$ cat src/rtl/computer_pkg.sv
// Shared definitions for the computer memory subsystem: bus width defaults and
// the access-owner encoding used by the arbiter, address decode and video blocks.
package computer_pkg;

   localparam int ADDR_W_DEF = 16;
   localparam int DATA_W_DEF = 8;

   typedef enum logic [1:0] {
      OWN_NONE = 2'd0,
      OWN_CPU  = 2'd1,
      OWN_VID  = 2'd2
   } own_e;

endpackage

$ cat src/rtl/mem_arbiter.sv
// Single-port RAM arbiter between the CPU (read/write) and video (read-only).
// CPU has priority unless video has been denied MAX_WAIT cycles in a row.
module mem_arbiter
   import computer_pkg::*;
#(
   parameter int ADDR_W   = ADDR_W_DEF,
   parameter int DATA_W   = DATA_W_DEF,
   parameter int MAX_WAIT = 3
) (
   input  logic              clk,
   input  logic              res,
   input  logic              cpu_req,
   input  logic              cpu_we,
   input  logic [ADDR_W-1:0] cpu_adr,
   input  logic [DATA_W-1:0] cpu_wdata,
   output logic              cpu_gnt,
   output logic [DATA_W-1:0] cpu_rdata,
   output logic              cpu_rvalid,
   input  logic              vid_req,
   input  logic [ADDR_W-1:0] vid_adr,
   output logic              vid_gnt,
   output logic [DATA_W-1:0] vid_rdata,
   output logic              vid_rvalid,
   output logic              mem_en,
   output logic              mem_we,
   output logic [ADDR_W-1:0] mem_adr,
   output logic [DATA_W-1:0] mem_wdata,
   input  logic [DATA_W-1:0] mem_rdata
);

   localparam logic [1:0] ST_IDLE  = 2'd0;
   localparam logic [1:0] ST_CPU   = 2'd1;
   localparam logic [1:0] ST_VID   = 2'd2;
   localparam logic [3:0] WAIT_MAX = 4'(MAX_WAIT);

   function automatic logic [3:0] sat_inc(input logic [3:0] v);
      return (v >= WAIT_MAX) ? WAIT_MAX : v + 4'd1;
   endfunction

   logic [1:0]        r_state;
   logic [1:0]        w_state_nxt;
   logic [3:0]        r_wait;
   own_e              w_tag_nxt;
   own_e              r_tag_p1;
   logic              r_mem_en_p1;
   logic              r_mem_we_p1;
   logic [ADDR_W-1:0] r_mem_adr_p1;
   logic [DATA_W-1:0] r_mem_wdata_p1;
   logic              r_cpu_rvalid_p2;
   logic              r_vid_rvalid_p2;
   logic [DATA_W-1:0] r_cpu_rdata;
   logic [DATA_W-1:0] r_vid_rdata;

   always_comb begin
      w_state_nxt = ST_IDLE;
      if (cpu_req && vid_req)
         w_state_nxt = (r_wait == WAIT_MAX) ? ST_VID : ST_CPU;
      else if (cpu_req)
         w_state_nxt = ST_CPU;
      else if (vid_req)
         w_state_nxt = ST_VID;
   end

   // Only reads are tagged, so a CPU write never produces a return pulse.
   always_comb begin
      w_tag_nxt = OWN_NONE;
      if (w_state_nxt == ST_CPU && !cpu_we)
         w_tag_nxt = OWN_CPU;
      else if (w_state_nxt == ST_VID)
         w_tag_nxt = OWN_VID;
   end

   // Stage p1: access issue to RAM
   always_ff @(posedge clk or posedge res) begin
      if (res) begin
         r_state        <= ST_IDLE;
         r_wait         <= '0;
         r_tag_p1       <= OWN_NONE;
         r_mem_en_p1    <= 1'b0;
         r_mem_we_p1    <= 1'b0;
         r_mem_adr_p1   <= '0;
         r_mem_wdata_p1 <= '0;
      end else begin
         r_state     <= w_state_nxt;
         r_tag_p1    <= w_tag_nxt;
         r_mem_en_p1 <= (w_state_nxt != ST_IDLE);
         r_mem_we_p1 <= (w_state_nxt == ST_CPU) && cpu_we;
         if (w_state_nxt == ST_CPU) begin
            r_mem_adr_p1   <= cpu_adr;
            r_mem_wdata_p1 <= cpu_wdata;
         end else if (w_state_nxt == ST_VID) begin
            r_mem_adr_p1   <= vid_adr;
         end
         r_wait <= (vid_req && w_state_nxt != ST_VID) ? sat_inc(r_wait) : 4'd0;
      end
   end

   // Stage p2: read return, routed by the tag issued with the access
   always_ff @(posedge clk or posedge res) begin
      if (res) begin
         r_cpu_rvalid_p2 <= 1'b0;
         r_vid_rvalid_p2 <= 1'b0;
         r_cpu_rdata     <= '0;
         r_vid_rdata     <= '0;
      end else begin
         r_cpu_rvalid_p2 <= (r_tag_p1 == OWN_CPU);
         r_vid_rvalid_p2 <= (r_tag_p1 == OWN_VID);
         r_cpu_rdata     <= cpu_rdata;
         r_vid_rdata     <= vid_rdata;
      end
   end

   assign cpu_gnt    = (r_state == ST_CPU);
   assign vid_gnt    = (r_state == ST_VID);
   assign mem_en     = r_mem_en_p1;
   assign mem_we     = r_mem_we_p1;
   assign mem_adr    = r_mem_adr_p1;
   assign mem_wdata  = r_mem_wdata_p1;
   assign cpu_rvalid = r_cpu_rvalid_p2;
   assign vid_rvalid = r_vid_rvalid_p2;
   assign cpu_rdata  = r_cpu_rvalid_p2 ? mem_rdata : r_cpu_rdata;
   assign vid_rdata  = r_vid_rvalid_p2 ? mem_rdata : r_vid_rdata;

endmodule

$ cat config.mk
export PLATFORM = sky130hd
export DESIGN_NAME = mem_arbiter
export DESIGN_NICKNAME = d
export VERILOG_FILES = /design/src/rtl/computer_pkg.sv /design/src/rtl/mem_arbiter.sv
export SDC_FILE = /design/constraint.sdc
export NUM_CORES = 1
export LEC_CHECK = 0
export CORE_MARGIN = 2
export CORE_UTILIZATION = 44
export CTS_BUF_LIST = sky130_fd_sc_hd__clkbuf_8 sky130_fd_sc_hd__clkbuf_16
export CTS_CLUSTER_SIZE = 28
export DETAILED_ROUTE_END_ITERATION = 16
export PLACE_DENSITY = 0.85
export SLEW_MARGIN = 0
export SYNTH_ARGS = -nofsm -noshare
export SYNTH_HDL_FRONTEND = slang
export SYNTH_SLANG_ARGS = --single-unit
$ cat constraint.sdc
create_clock -name clk -period 3.5 [get_ports clk]
set_input_delay 0.35 -clock clk [delete_from_list [all_inputs] [get_ports clk]]
set_output_delay 0.35 -clock clk [all_outputs]
set_load 0.02 [all_outputs]
### After elaboration in Yosys (flattened, before gate mapping)

Cells that the tools add are included.

| cells by class | value |
|---|---|
| magnitude comparators | 1 |
| multiplexer cells | 12 |
| reduce and logical (&&, ||, !) cells | 7 |
| add/subtract/negate cells | 1 |
| eq/ne operators | 8 |

Operators with widths:

| cell | number |
|---|---|
| 16-bit 2-to-1 mux | 2 |
| 8-bit 2-to-1 mux | 2 |
| 2-bit 2-to-1 mux | 6 |
| 4-bit 2-to-1 mux | 2 |
| 2-bit by 1-bit equality test with 1-bit output, second input constant | 3 |
| 2-bit equality test, second input constant | 3 |
| 4-bit by 1-bit adder with 4-bit output, second input constant | 1 |
| 4-bit by 2-bit equality test with 1-bit output, second input constant | 1 |
| 4-bit by 2-bit >= comparator with 1-bit output, second input constant | 1 |
| 1-bit logical AND | 4 |
| 2-bit nonzero test | 2 |
| 2-bit != test, second input constant | 1 |
| 1-bit zero test | 1 |

| storage, ports and cells | value |
|---|---|
| output and inout bits | 46 |
| input bits | 53 |
| word-level logic and storage cells | 40 |
| register bits after elaboration | 52 |

### Logic depth before layout (Yosys ltp)

| logic depth | value |
|---|---|
| depth after elaboration | 6 |
| depth in mapped cells | 5 |
| gate-level depth less buffers | 4 |

### Worst setup path before layout

OpenSTA, ideal clock, no wires.

| timing | value |
|---|---|
| kind | register to register |
| start | reg r_wait[0] |
| end | reg r_mem_wdata_p1[0], in the netlist mem_wdata[0] |
| required time | 3.373 ns |
| arrival | 1.415 ns |
| path buffers | 1 |
| cell stages (with the launch flop) | 6 |
| path slack | 1.958 ns |
| setup time | 0.127 ns |
| clock period less this slack | 1.542 ns |
| cells stage by stage | dfrtp_1 > ha_1 > and4bb_4 > nor2_4 > buf_6 > mux2_1 |

| on the way | value |
|---|---|
| longest elaborated chain between the ends | 4 |

RTL lines:

| element | RTL line | RTL |
|---|---|---|
| start: declaration | mem_arbiter.sv:42 | `logic [3:0] r_wait;` |
| start signal: assignment | mem_arbiter.sv:94 | `r_wait <= (vid_req && w_state_nxt != ST_VID) ? sat_inc(r_wait) : 4'd0;` |
| 4-bit by 2-bit equality test with 1-bit output | mem_arbiter.sv:57 | `w_state_nxt = (r_wait == WAIT_MAX) ? ST_VID : ST_CPU;` |
| 2-bit 2-to-1 mux | mem_arbiter.sv:57 |  |
| 2-bit 2-to-1 mux | mem_arbiter.sv:56 | `if (cpu_req && vid_req)` |
| 2-bit by 1-bit equality test with 1-bit output | mem_arbiter.sv:88 | `if (w_state_nxt == ST_CPU) begin` |
| end signal: assignment | mem_arbiter.sv:90 | `r_mem_wdata_p1 <= cpu_wdata;` |
| end: declaration | mem_arbiter.sv:48 | `logic [DATA_W-1:0] r_mem_wdata_p1;` |

No other way between the ends.
A chain may end at the register's enable or synchronous reset.

### Worst setup path in the final report

| timing | value |
|---|---|
| start | reg r_cpu_rvalid_p2, in the netlist cpu_rvalid |
| end | out cpu_rdata[4] |

| on the way | value |
|---|---|
| longest elaborated chain between the ends | 1 |

RTL lines:

| element | RTL line | RTL |
|---|---|---|
| start: declaration | mem_arbiter.sv:49 | `logic r_cpu_rvalid_p2;` |
| start signal: assignment | mem_arbiter.sv:106 | `r_cpu_rvalid_p2 <= (r_tag_p1 == OWN_CPU);` |
| 8-bit 2-to-1 mux | mem_arbiter.sv:121 | `assign cpu_rdata = r_cpu_rvalid_p2 ? mem_rdata : r_cpu_rdata;` |
| end: declaration | mem_arbiter.sv:17 | `output logic [DATA_W-1:0] cpu_rdata,` |

No other way between the ends.

==> results.yml <==
die:
  dieArea_um2: 5480
  die_h_um: 74.0
  core_area_um2: 4720
  die_x_um: 74.0
  ios: 99
  row_count: 25
  start_util: 0.456
cells_and_area:
  drive_gt1_frac: 0.112
  antenna_cells: 0
  nets: 305
  syn_to_final_growth_pct: 51.7
routing:
  first_pass_iters: 4
  vias: 1552
  antenna_left: 0
  drt_iter0_drc: 83
  post_drt_wl_per_cell_um: 14.2
  route.detailed.drc: 0
  avgViaCountPerCell: 4.88
  totalWireLength_um: 4520
clock_tree:
  root_buffer: "clkbuf_8"
  cts_made_buffers: 5
  clockBufferDepth: 2
  hold_buffers: 0
  post_cts_buffers: 0
  htree_levels: 2
  clock_latency_ps: 290
  clkTransAtPathRegs_ps: 80
  cts-resized-gates: 0
  cts_tree: "yes"
  numClockSinks: 52
logic_synthesis:
  syn_area_per_cell_um2: 14.1
  synth-simple-area-share: 0.0650
  synth_compound_gate_area_share: 0.0905
  yosysTopAreaCellShare: 0.604
  synth_fa_ha_area_frac: 0.00580
  synth_area_um2: 2160
  synth_xor_area_frac: 0
  synth_cells: 153
  synthTopCellsByArea: "dfrtp_1 60%, mux2_2 8.4%, a221o_1 7.4%, mux2i_1 7.4%, mux2_1 4.2%"
  synth_cell_types: 22
  yosys.area.top_type: "dfrtp_1"
  synthMuxAreaShare: 0.200
  ys_warn_count: 0
  synth-seq-cells: 52
  ys_seq_area_frac: 0.604
  synth_top_family_by_area: "multiplexers"
pwr:
  cellLeakagePower_nw: 1.41
  worst_ir_drop_vdd_mv: 0.229
  netSwitchingPower_w: 0.000384
  power.internal_w: 0.00107
  switching_share: 0.265
  p_clk_frac: 0.241
  p_seq_frac: 0.480
  cellPowerDensity_nw_per_um2: 444
  combPwrFrac: 0.279
job:
  drv_cap: 0
grt:
  grt_start_max_net_pins: 53
  antenna_found_initial: 0
  grt_pass1_wl_um: 7420
  grt-ovfl-total: 0
  grt_pass1_vias: 1607
  track_usage: 0.177
timing:
  layout_setup_ws_ps: 1360
  rsz0062_at_grt: "no"
  fmax_ghz: 0.468
  fin_worst_skew_ps: 5.67
  timing_hold_violations_final: 0
  slew_viol_final: 0
  fin_crit_sh: 0.610
  tightest_slew_ps: 1030
  period_minus_slack_ps: 2140
  setup_viol: 0
  slew_headroom: 0.309
  final.setup.tns_ps: 0
placed_design:
  dp_hpwl_um: 3320
  numPortBuffers: 98
  pre_cts_slack_ps: 1100
  gp_congestion: 0.717
status:
  outcome: "complete, no violations"
setup_path:
  critical_path_class: "reg -> out"
  critPathMaxStageDelay_ps: 560
  cp_top_family: "flip-flops"
  reg2reg_depth: 4
  cp.arrival_ps: 1790
  crit_buf_inv: 1
  critPathMaxFanout: 9
  crit_required_ps: 3150
  crit_cells: 2
  worstReg2RegStart: "r_wait[0]"
  path_cells: "mux2_2, clkdlybuf4s50_1"
  endpoint_kind: "output port"
  critPathSlowestCell: "dfrtp_1"
  start_kind: "flip-flop"
  worstSetupStartpoint: "cpu_rvalid"
hold_path:
  min_from: "r_tag_p1[0]"
  holdPathStages: 1
  hold_path.class: "reg -> reg"
==> routing by layer <==
layer / GRT usage / vias up / wire length, um / share of wire
met5: 0 / - / 0 / 0
met4: 0.0646 / 0 / 46 / 0.010
met3: 0.0393 / 4 / 300 / 0.066
met2: 0.302 / 67 / 2260 / 0.50
met1: 0.222 / 739 / 1910 / 0.42
li1: - / 742 / - / -
==> path summary, 6_finish.rpt <==
check | end | slack [ps]
worst min register to register | vid_rvalid | 410
max in group asynchronous | cpu_rvalid | 2230
worst max-delay path | cpu_rdata[4] | 1360
worst max register to register | mem_wdata[2] | 1550
min in group asynchronous | r_vid_rdata[3] | 620
worst min-delay path | vid_rvalid | 410
==> metrics by stage <==
step,power [W],cells,instance area [um^2],util,hold slack (ps)
after floorplan,0.000904,154,2160,-,395
after global placement,0.00111,311,3170,0.672,397
after detailed placement,0.00112,311,3170,0.672,404
after CTS,0.00147,318,3270,0.692,416
after global routing,0.00152,318,3270,0.692,443
final,0.00145,318,3270,0.692,414
==> placed cells by master (no fill, tap or decap), types with 2 or more instances in the layout <==
cell type,instances
clkdlybuf4s50_1,98
dfrtp_1,52
nor2b_1,5
nor2_1,17
mux2i_1,16
o311a_1,2
a221o_1,16
conb_1,2
mux2_1,8
clkbuf_8,7
a21o_1,2
mux2_2,16
buf_4,2
==> synth_stat cells, drive strengths merged <==
cell type and count:
inv 1, a21o 2, nor3 1, and4bb 1
and2 1, conb 1, mux2 24, dfrtp 52
nor2b 5, o311a 2, buf 8, clkbuf 2
a221o 16, ha 1, clkinv 1, or2 1
nor2 18, mux2i 16
==> flip-flops by register name, summed over array words and instances, names as in the netlist <==
| name | flops |
|---|---|
| mem_adr | 16 |
| mem_wdata | 8 |
| r_cpu_rdata | 8 |
| r_vid_rdata | 8 |
| r_wait | 4 |
| r_state | 2 |
| r_tag_p1 | 2 |
| cpu_rvalid | 1 |
| mem_en | 1 |
| mem_we | 1 |
| vid_rvalid | 1 |
==> cell families after synthesis <==
logic type | Yosys count
mux | 40
fa+ha+maj | 1
other cells | 1
flops | 52
simple gates | 27
buf+inv | 12
compound gates | 20
==> worst reg2reg max path: stages, from the launching register on <==
cell and delay [ps]:
dfrtp_1 390, ha_1 230, and4bb_4 290, nor2_4 520, mux2_1 410
==> layout make-up <==
cell class	instances	area [um^2]
sequential	52	1300
clock buffer	7	96.3
fill	335	1450
inverter	2	7.51
multi-input combinational	90	786
timing repair buffer	100	996
tap	67	83.8
==> power groups by stage <==
stage	Sequential, W	Combinational (W)	Clock [W]
2_1_floorplan	0.000738	0.000166	0
3_3_place_gp	0.000707	0.000403	0
3_5_place_dp	0.000709	0.000410	0
4_1_cts	0.000698	0.000411	0.000364
5_1_grt	0.000705	0.000433	0.000384
6_report	0.000697	0.000405	0.000350
No activity file was read; power rests on OpenSTA's default activity.
